<file path="config.mk">
export PLATFORM = sky130hd
export DESIGN_NAME = regfile_wb_arbiter
export DESIGN_NICKNAME = d
export VERILOG_FILES = /design/src/rtl/regfile_wb_arbiter.sv
export SDC_FILE = /design/constraint.sdc
export NUM_CORES = 1
export LEC_CHECK = 0
export CAP_MARGIN = 20
export CORE_MARGIN = 2
export CORE_UTILIZATION = 40
export CTS_CLUSTER_DIAMETER = 120
export DETAILED_ROUTE_END_ITERATION = 10
export GPL_TIMING_DRIVEN = 1
export PLACE_DENSITY = 0.87
export SLEW_MARGIN = 25
export SYNTH_ARGS = -nofsm -noshare
export SYNTH_HDL_FRONTEND = slang
export SYNTH_SLANG_ARGS = --single-unit
export TNS_END_PERCENT = 50
</file>
<file path="constraint.sdc">
create_clock -name clk -period 2.91 [get_ports clk]
set_input_delay 0.582 -clock clk [delete_from_list [all_inputs] [get_ports clk]]
set_output_delay 0.582 -clock clk [all_outputs]
set_load 0.02 [all_outputs]
</file>
<file path="src/rtl/regfile_wb_arbiter.sv">
// Register-file write-back arbiter: post-reset clear sweep, round-robin
// arbitration between ALU (A) and load (B) write-back, pending-write
// scoreboard and a saturating lost-arbitration counter.
`timescale 1ns/1ps

module regfile_wb_arbiter #(
    parameter int unsigned XLEN    = 32,
    parameter int unsigned STALL_W = 16
) (
    input  logic               clk,
    input  logic               reset,
    input  logic               a_valid,
    output logic               a_ready,
    input  logic [4:0]         a_rd,
    input  logic [XLEN-1:0]    a_data,
    input  logic               b_valid,
    output logic               b_ready,
    input  logic [4:0]         b_rd,
    input  logic [XLEN-1:0]    b_data,
    input  logic               alloc_valid,
    input  logic [4:0]         alloc_rd,
    output logic               rf_we,
    output logic [4:0]         rf_rd,
    output logic [XLEN-1:0]    rf_wdata,
    output logic [31:0]        busy,
    output logic               init_done,
    output logic [STALL_W-1:0] stall_cnt
);

    typedef enum logic {
        ST_INIT = 1'b0,
        ST_RUN  = 1'b1
    } state_t;

    state_t            state;
    logic [4:0]        init_cnt;     // next register to clear; wraps to 0 after x31
    logic              rr_prefer_b;  // set after A wins, so B gets the next contested cycle
    logic              a_acc;
    logic              b_acc;
    logic              acc;
    logic [4:0]        acc_rd;
    logic [XLEN-1:0]   acc_data;
    logic              lost;
    logic [31:0]       busy_nxt;

    // Combinational grants; nothing is granted while the clear sweep runs
    always_comb begin
        a_ready = 1'b0;
        b_ready = 1'b0;
        if (state == ST_RUN) begin
            if (a_valid && b_valid) begin
                a_ready = !rr_prefer_b;
                b_ready = rr_prefer_b;
            end else begin
                a_ready = a_valid;
                b_ready = b_valid;
            end
        end
    end

    // Accepted transfer selection and lost-arbitration detection
    always_comb begin
        a_acc    = a_valid && a_ready;
        b_acc    = b_valid && b_ready;
        acc      = a_acc || b_acc;
        acc_rd   = b_acc ? b_rd   : a_rd;
        acc_data = b_acc ? b_data : a_data;
        lost     = (state == ST_RUN) &&
                   ((a_valid && !a_ready) || (b_valid && !b_ready));
    end

    // Scoreboard update: write-back clears, allocation sets and wins a tie
    always_comb begin
        busy_nxt = busy;
        if (acc && (acc_rd != 5'd0)) begin
            busy_nxt[acc_rd] = 1'b0;
        end
        if ((state == ST_RUN) && alloc_valid && (alloc_rd != 5'd0)) begin
            busy_nxt[alloc_rd] = 1'b1;
        end
        busy_nxt[0] = 1'b0;
    end

    // State, sweep counter, registered write port, scoreboard and stall counter
    always_ff @(posedge clk or posedge reset) begin
        if (reset) begin
            state       <= ST_INIT;
            init_cnt    <= 5'd1;
            rr_prefer_b <= 1'b0;
            rf_we       <= 1'b0;
            rf_rd       <= 5'd0;
            rf_wdata    <= '0;
            busy        <= '0;
            init_done   <= 1'b0;
            stall_cnt   <= '0;
        end else begin
            case (state)
                ST_INIT: begin
                    if (init_cnt == 5'd0) begin
                        state     <= ST_RUN;
                        init_done <= 1'b1;
                        rf_we     <= 1'b0;
                    end else begin
                        rf_we    <= 1'b1;
                        rf_rd    <= init_cnt;
                        rf_wdata <= '0;
                        init_cnt <= init_cnt + 5'd1;
                    end
                end
                ST_RUN: begin
                    rf_we <= acc && (acc_rd != 5'd0);
                    if (acc) begin
                        rf_rd       <= acc_rd;
                        rf_wdata    <= acc_data;
                        rr_prefer_b <= a_acc;
                    end
                    busy <= busy_nxt;
                    if (lost && (stall_cnt != {STALL_W{1'b1}})) begin
                        stall_cnt <= stall_cnt + STALL_W'(1);
                    end
                end
                default: state <= ST_INIT;
            endcase
        end
    end

endmodule
</file>
; ---- Word-level counts from Yosys, hierarchy flattened
; Cells that the tools add are included.
[totals]
inputBits = 84
ff_bits = 93
word_cells = 70
out_inout_bits = 89
[op_classes]
order_cmp = 4
n_mux = 22
reduce_logical = 25
eq_ne = 3
add_sub_neg = 2
bitwise = 5
[op_table]
columns = operator, n
row1 = $mux W32, 5
row2 = $pmux W32 S2, 1
row3 = $and A32 B32 Y32, 1
row4 = $not A32 Y32, 1
row5 = $or A32 B32 Y32, 1
row6 = $add A16 B1 Y16 const B, 1
row7 = $ne A16 B16 Y1 const B, 1
row8 = $mux W5, 3
row9 = $logic_and A1 B1 Y1, 12
row10 = $lt A5 B6 Y1 const B, 2
row11 = $demux W1 S5, 2
row12 = $ge A5 B1 Y1 const B, 2
row13 = $pmux W5 S2, 1
row14 = $reduce_and A2 Y1, 5
row15 = $reduce_bool A5 Y1, 2
row16 = $mux W1, 9
row17 = $add A5 B1 Y5 const B, 1
row18 = $logic_not A5 Y1, 1
row19 = $logic_not A1 Y1, 3
row20 = $logic_or A1 B1 Y1, 2
row21 = $ne A2 B1 Y1 const B, 1
row22 = $ne A2 B2 Y1 const B, 1
row23 = $not A1 Y1, 2
row24 = $pmux W1 S2, 1

; ---- Longest topological paths before layout
[depth]
word_depth = 14
ltp_mapped = 9

; ---- Worst setup path after synthesis
; Ideal clock, no wire load.
[synth_path]
path_type = register -> register
from = register init_cnt[0]
to = register rf_rd[0]
path_stages_with_launch = 9
setup_slack_ns = 0.962
n_path_buf = 1
t_arrival_ns = 1.824
required_ns = 2.785
cell_sequence = dfstp_2 -> inv_1 -> ha_1 -> nor3b_2 -> a21oi_2 -> inv_2 -> nand2_1 -> buf_4 -> mux2_2
[synth_via]
elab_chain_len = 3
elab_cells_between_ends = 5
classes_between = eq/ne: 1 / mux: 2 / reduce/logical: 2
[synth_lines]
columns = element, line
row1 = "start, declared", 36  ; logic [4:0] init_cnt;
row2 = "start signal, assigned", 107  ; init_cnt <= init_cnt + 5'd1;
row3 = $logic_not A5 Y1, 99  ; if (init_cnt == 5'd0) begin
row4 = $ne A2 B2 Y1 (no source line), n/a
row5 = $reduce_and A2 Y1 (no source line), n/a
row6 = "end signal, assigned", 105  ; rf_rd <= init_cnt;
row7 = "end signal, assigned", 113  ; rf_rd <= acc_rd;
row8 = "end, declared", 23  ; output logic [4:0] rf_rd,
; Parallel ways exist; a longest one is shown, timed or not. The select of a mux whose other input is x is not followed.
; A chain may end at the register's enable or synchronous reset.

; ---- Final worst setup path
[layout_path]
from = input port a_valid
to = output port b_ready
[layout_via]
elab_chain_len = 3
[layout_lines]
columns = element, line
row1 = "start, declared", 12  ; input logic a_valid,
row2 = $logic_and A1 B1 Y1, 51  ; if (a_valid && b_valid) begin
row3 = $mux W1, 51
row4 = $mux W1, 50  ; if (state == ST_RUN) begin
row5 = "end, declared", 17  ; output logic b_ready,
; Every way passes these cells.

==> flow_summary.ini <==
[clocking]
cts.htree.levels = 3
clk_pin_slew_ps = 70
cts-buffers-inserted = 9
cts_hold_buf = 0
post_cts_resized = 0
tritoncts = done
post-cts-setup-buffer-count = 0
clockBufferDepth = 2
numClockSinks = 93
cts_root_buf = clkbuf_16
worst_skew_pair_later_pin_latency_ps = 340

[timing]
max_freq_ghz = 0.381
post-route-period-util_pct = 90.1
finalWorstSetupSlack_ps = 287
setup_viol = 0
total_neg_setup_slack_ps = 0
finalHoldViolations = 0
rsz_0062_raised_after_global_routing = no
relSlewSlack_pct = 54.1
final-max-slew-violation-count = 0
worst_slew_pin_slew_ps = 684
worst_clock_skew_on_the_final_layout_ps = 15.3
period_needed_ps = 2620

[worst_setup_path]
cp-end-kind = output port
worst-endpoint-required_ps = 2330
critical_path.cell_chain = clkdlybuf4s50_1 -> nand2b_1 -> nand2_4 -> inv_2 -> clkdlybuf4s50_1
cpMaxStageDelayCell = clkdlybuf4s50_1
critPathMostFrequentCell = clkdlybuf4s50_1
critical_path.max_fanout = 6
startpoint_type = input pin
timing.critical_path.slowest_cell_delay_ps = 650
worst-setup-path-type = in -> out
rr_worst_depth = 9
cp_data_arrival_time_ps = 2040

[power]
p_sw_share_pct = 33.1
intPower_mw = 2.76
share_clk_of_total_power_pct = 28.0
power_leakage_nw = 2.72
p_sw_mw = 1.37
p_per_area_nw_per_um2 = 616
vdd.ir_drop.worst_v = 0.000337
power.share.combinational_pct = 31.5
power.sequential.fraction_pct = 40.4

[floorplanning]
ports = 173
dieArea_um2 = 12200
initial_core_util_pct = 41.4
floorplan.die.width_um = 111
number_of_rows_in_the_core_area = 38
fp.coreArea_um2 = 11000
die_y_um = 111

[drt]
routed.top_layer = met4
wl_met2_mm = 6.78
final_ant_viol_nets = 0
detail_route.wirelength_mm = 13.6
route.met3.wl_um = 690
first_drt_iteration_drcs = 378
m1WireLength_mm = 5.65
firstDrtPassIters = 4
route.detailed.vias_per_inst = 5.59
route.vias.total = 4377
drc = 0
wl_per_cell_um = 17.3

[layout]
antenna_cells = 0
fillCellCount = 923
fin_cells = 783
most_frequent_cells_in_the_layout = clkdlybuf4s50_1, dfrtp_1, nand2_1, nor2_1, nand3_1
syn_to_final_growth_pct = 47.3
post_route_cells_drive_above_1_share_pct = 8.55
final_common_cell = clkdlybuf4s50_1
nNetsFinal = 725

[yosys]
postSynthAreaPerCell_um2 = 9.64
yosys_warnings = 0
postSynthNetCount = 559
post_synth_instance_area_um2 = 4550
ys_seq_elements = 93
seq_area_frac_synth_pct = 51.2
cell_count_after_synthesis = 472
synth.distinct_cells = 53

[global_route]
global_route.usage.total_pct = 21.9
overflow = 0
initial_antenna_violation_count = 0
grt_first_pass_wirelength_mm = 22.1
vias_in_the_first_global_route = 4418
maximum_number_of_pins_on_one_net_before_global_route_repair = 53

[placed_design]
gpl.final_weighted_congestion = 0.916
dp_worst_setup_slack_ps = 180
dp.final_hpwl_mm = 9.91
buffer_ports.inserted = 171
dpl.cell_count = 767

[status]
run_status = finished clean

[hold_path]
holdPathStages = 1
min-delay-path-class = reg -> reg

[job]
maxCapViolations = 0
state kept, by name, summed over array words and instances, names as in the netlist:
| name | cells |
|---|---|
| rf_wdata | 32 |
| busy | 31 |
| stall_cnt | 16 |
| init_cnt | 5 |
| rf_rd | 5 |
| init_done | 1 |
| rf_we | 1 |
| rr_prefer_b | 1 |
| state | 1 |
logic make-up after synthesis:
family,after synthesis,share of synthesized area [%]
multiplexers,8,1.92
buffers and inverters,36,4.07
adder cells (fa/ha/maj),3,0.825
other,1,0.0824
flip-flops,93,51.2
AND/OR/NAND/NOR,190,20.7
XOR/XNOR,19,3.66
AO/OA/AOI/OAI,122,17.6
power by group through the flow:
stage                     combinational [mW]  sequential, mW  clock, mW
after floorplan                        0.360            1.94          0
after global placement                  1.27            1.68          0
after detailed placement                1.31            1.69          0
after CTS                               1.31            1.67       1.18
after global routing                    1.39            1.70       1.24
final                                   1.30            1.67       1.16
cells in the mapped netlist, drive strengths merged:
| cell | instances | area share [%] |
|---|---|---|
| a22oi | 1 | 0.27 |
| mux2i | 2 | 0.44 |
| a21oi | 7 | 0.85 |
| nor2 | 50 | 4.1 |
| conb | 1 | 0.082 |
| a21o | 3 | 0.49 |
| nor2b | 3 | 0.41 |
| mux2 | 6 | 1.5 |
| nand3b | 2 | 0.33 |
| o2bb2ai | 4 | 0.77 |
| o21ai | 43 | 4.8 |
| nand3 | 44 | 4.9 |
| a31oi | 39 | 6.0 |
| o41ai | 1 | 0.19 |
| and2 | 3 | 0.41 |
| nand4 | 7 | 1.1 |
| o21ba | 1 | 0.22 |
| clkbuf | 6 | 0.49 |
| xnor2 | 15 | 2.9 |
| xor2 | 4 | 0.77 |
| nor4 | 4 | 0.69 |
| inv | 9 | 0.74 |
| or3 | 2 | 0.27 |
| and3 | 4 | 0.55 |
| ha | 3 | 0.82 |
| and4 | 2 | 0.39 |
| buf | 21 | 2.8 |
| nand2 | 54 | 4.7 |
| a211oi | 1 | 0.27 |
| nor3b | 1 | 0.27 |
| o31ai | 18 | 3.0 |
| nand2b | 8 | 1.1 |
| dfstp | 1 | 0.58 |
| a211o | 1 | 0.19 |
| dfrtp | 92 | 51 |
| nor4b | 4 | 1.2 |
| o211ai | 3 | 0.49 |
| or2 | 1 | 0.14 |
| nor3 | 1 | 0.11 |
worst paths after layout:
path / endpoint / slack [ps] / startpoint
worst min-delay path: init_done / 480 / init_done
worst max-delay path: b_ready / 290 / a_valid
worst min register to register: init_done / 480 / init_done
min in group asynchronous: stall_cnt[4] / 530 / reset
worst max register to register: rf_wdata[6] / 560 / init_cnt[0]
max in group asynchronous: rf_wdata[26] / 1700 / reset
per-layer routing:
layer / track usage (%) / vias to the layer above
li1: - / 2032
met1: 26.6 / 2160
met2: 37.5 / 152
met3: 4.81 / 33
met4: 9.08 / 0
met5: 0 / -
final cells by class:
class / instances / area, um^2 / share of cell area (%)
well taps: 140 / 175 / 2.61
multi-input cells: 343 / 2040 / 30.4
clock inverters: 7 / 75.1 / 1.12
repair buffers: 182 / 1820 / 27.1
clock buffers: 9 / 225 / 3.36
flip-flops and latches: 93 / 2330 / 34.8
inverters: 9 / 37.5 / 0.560
worst max-delay path, delay by kind of cell:
kind                   cells  cell delay (ps)
buffers and inverters      3             1200
and+or+nand+nor            2              250
per-stage QoR:
step	cell area (um^2)	util, %	hold slack, ps	total power [mW]
CTS	6700	61.0	481	4.16
finish	6700	61.0	484	4.13
floorplan	4550	-	467	2.30
detailed placement	6400	58.3	456	3.00
global placement	6400	58.3	447	2.96
global route	6700	61.0	513	4.32
Power figures use the tool's default switching activity.
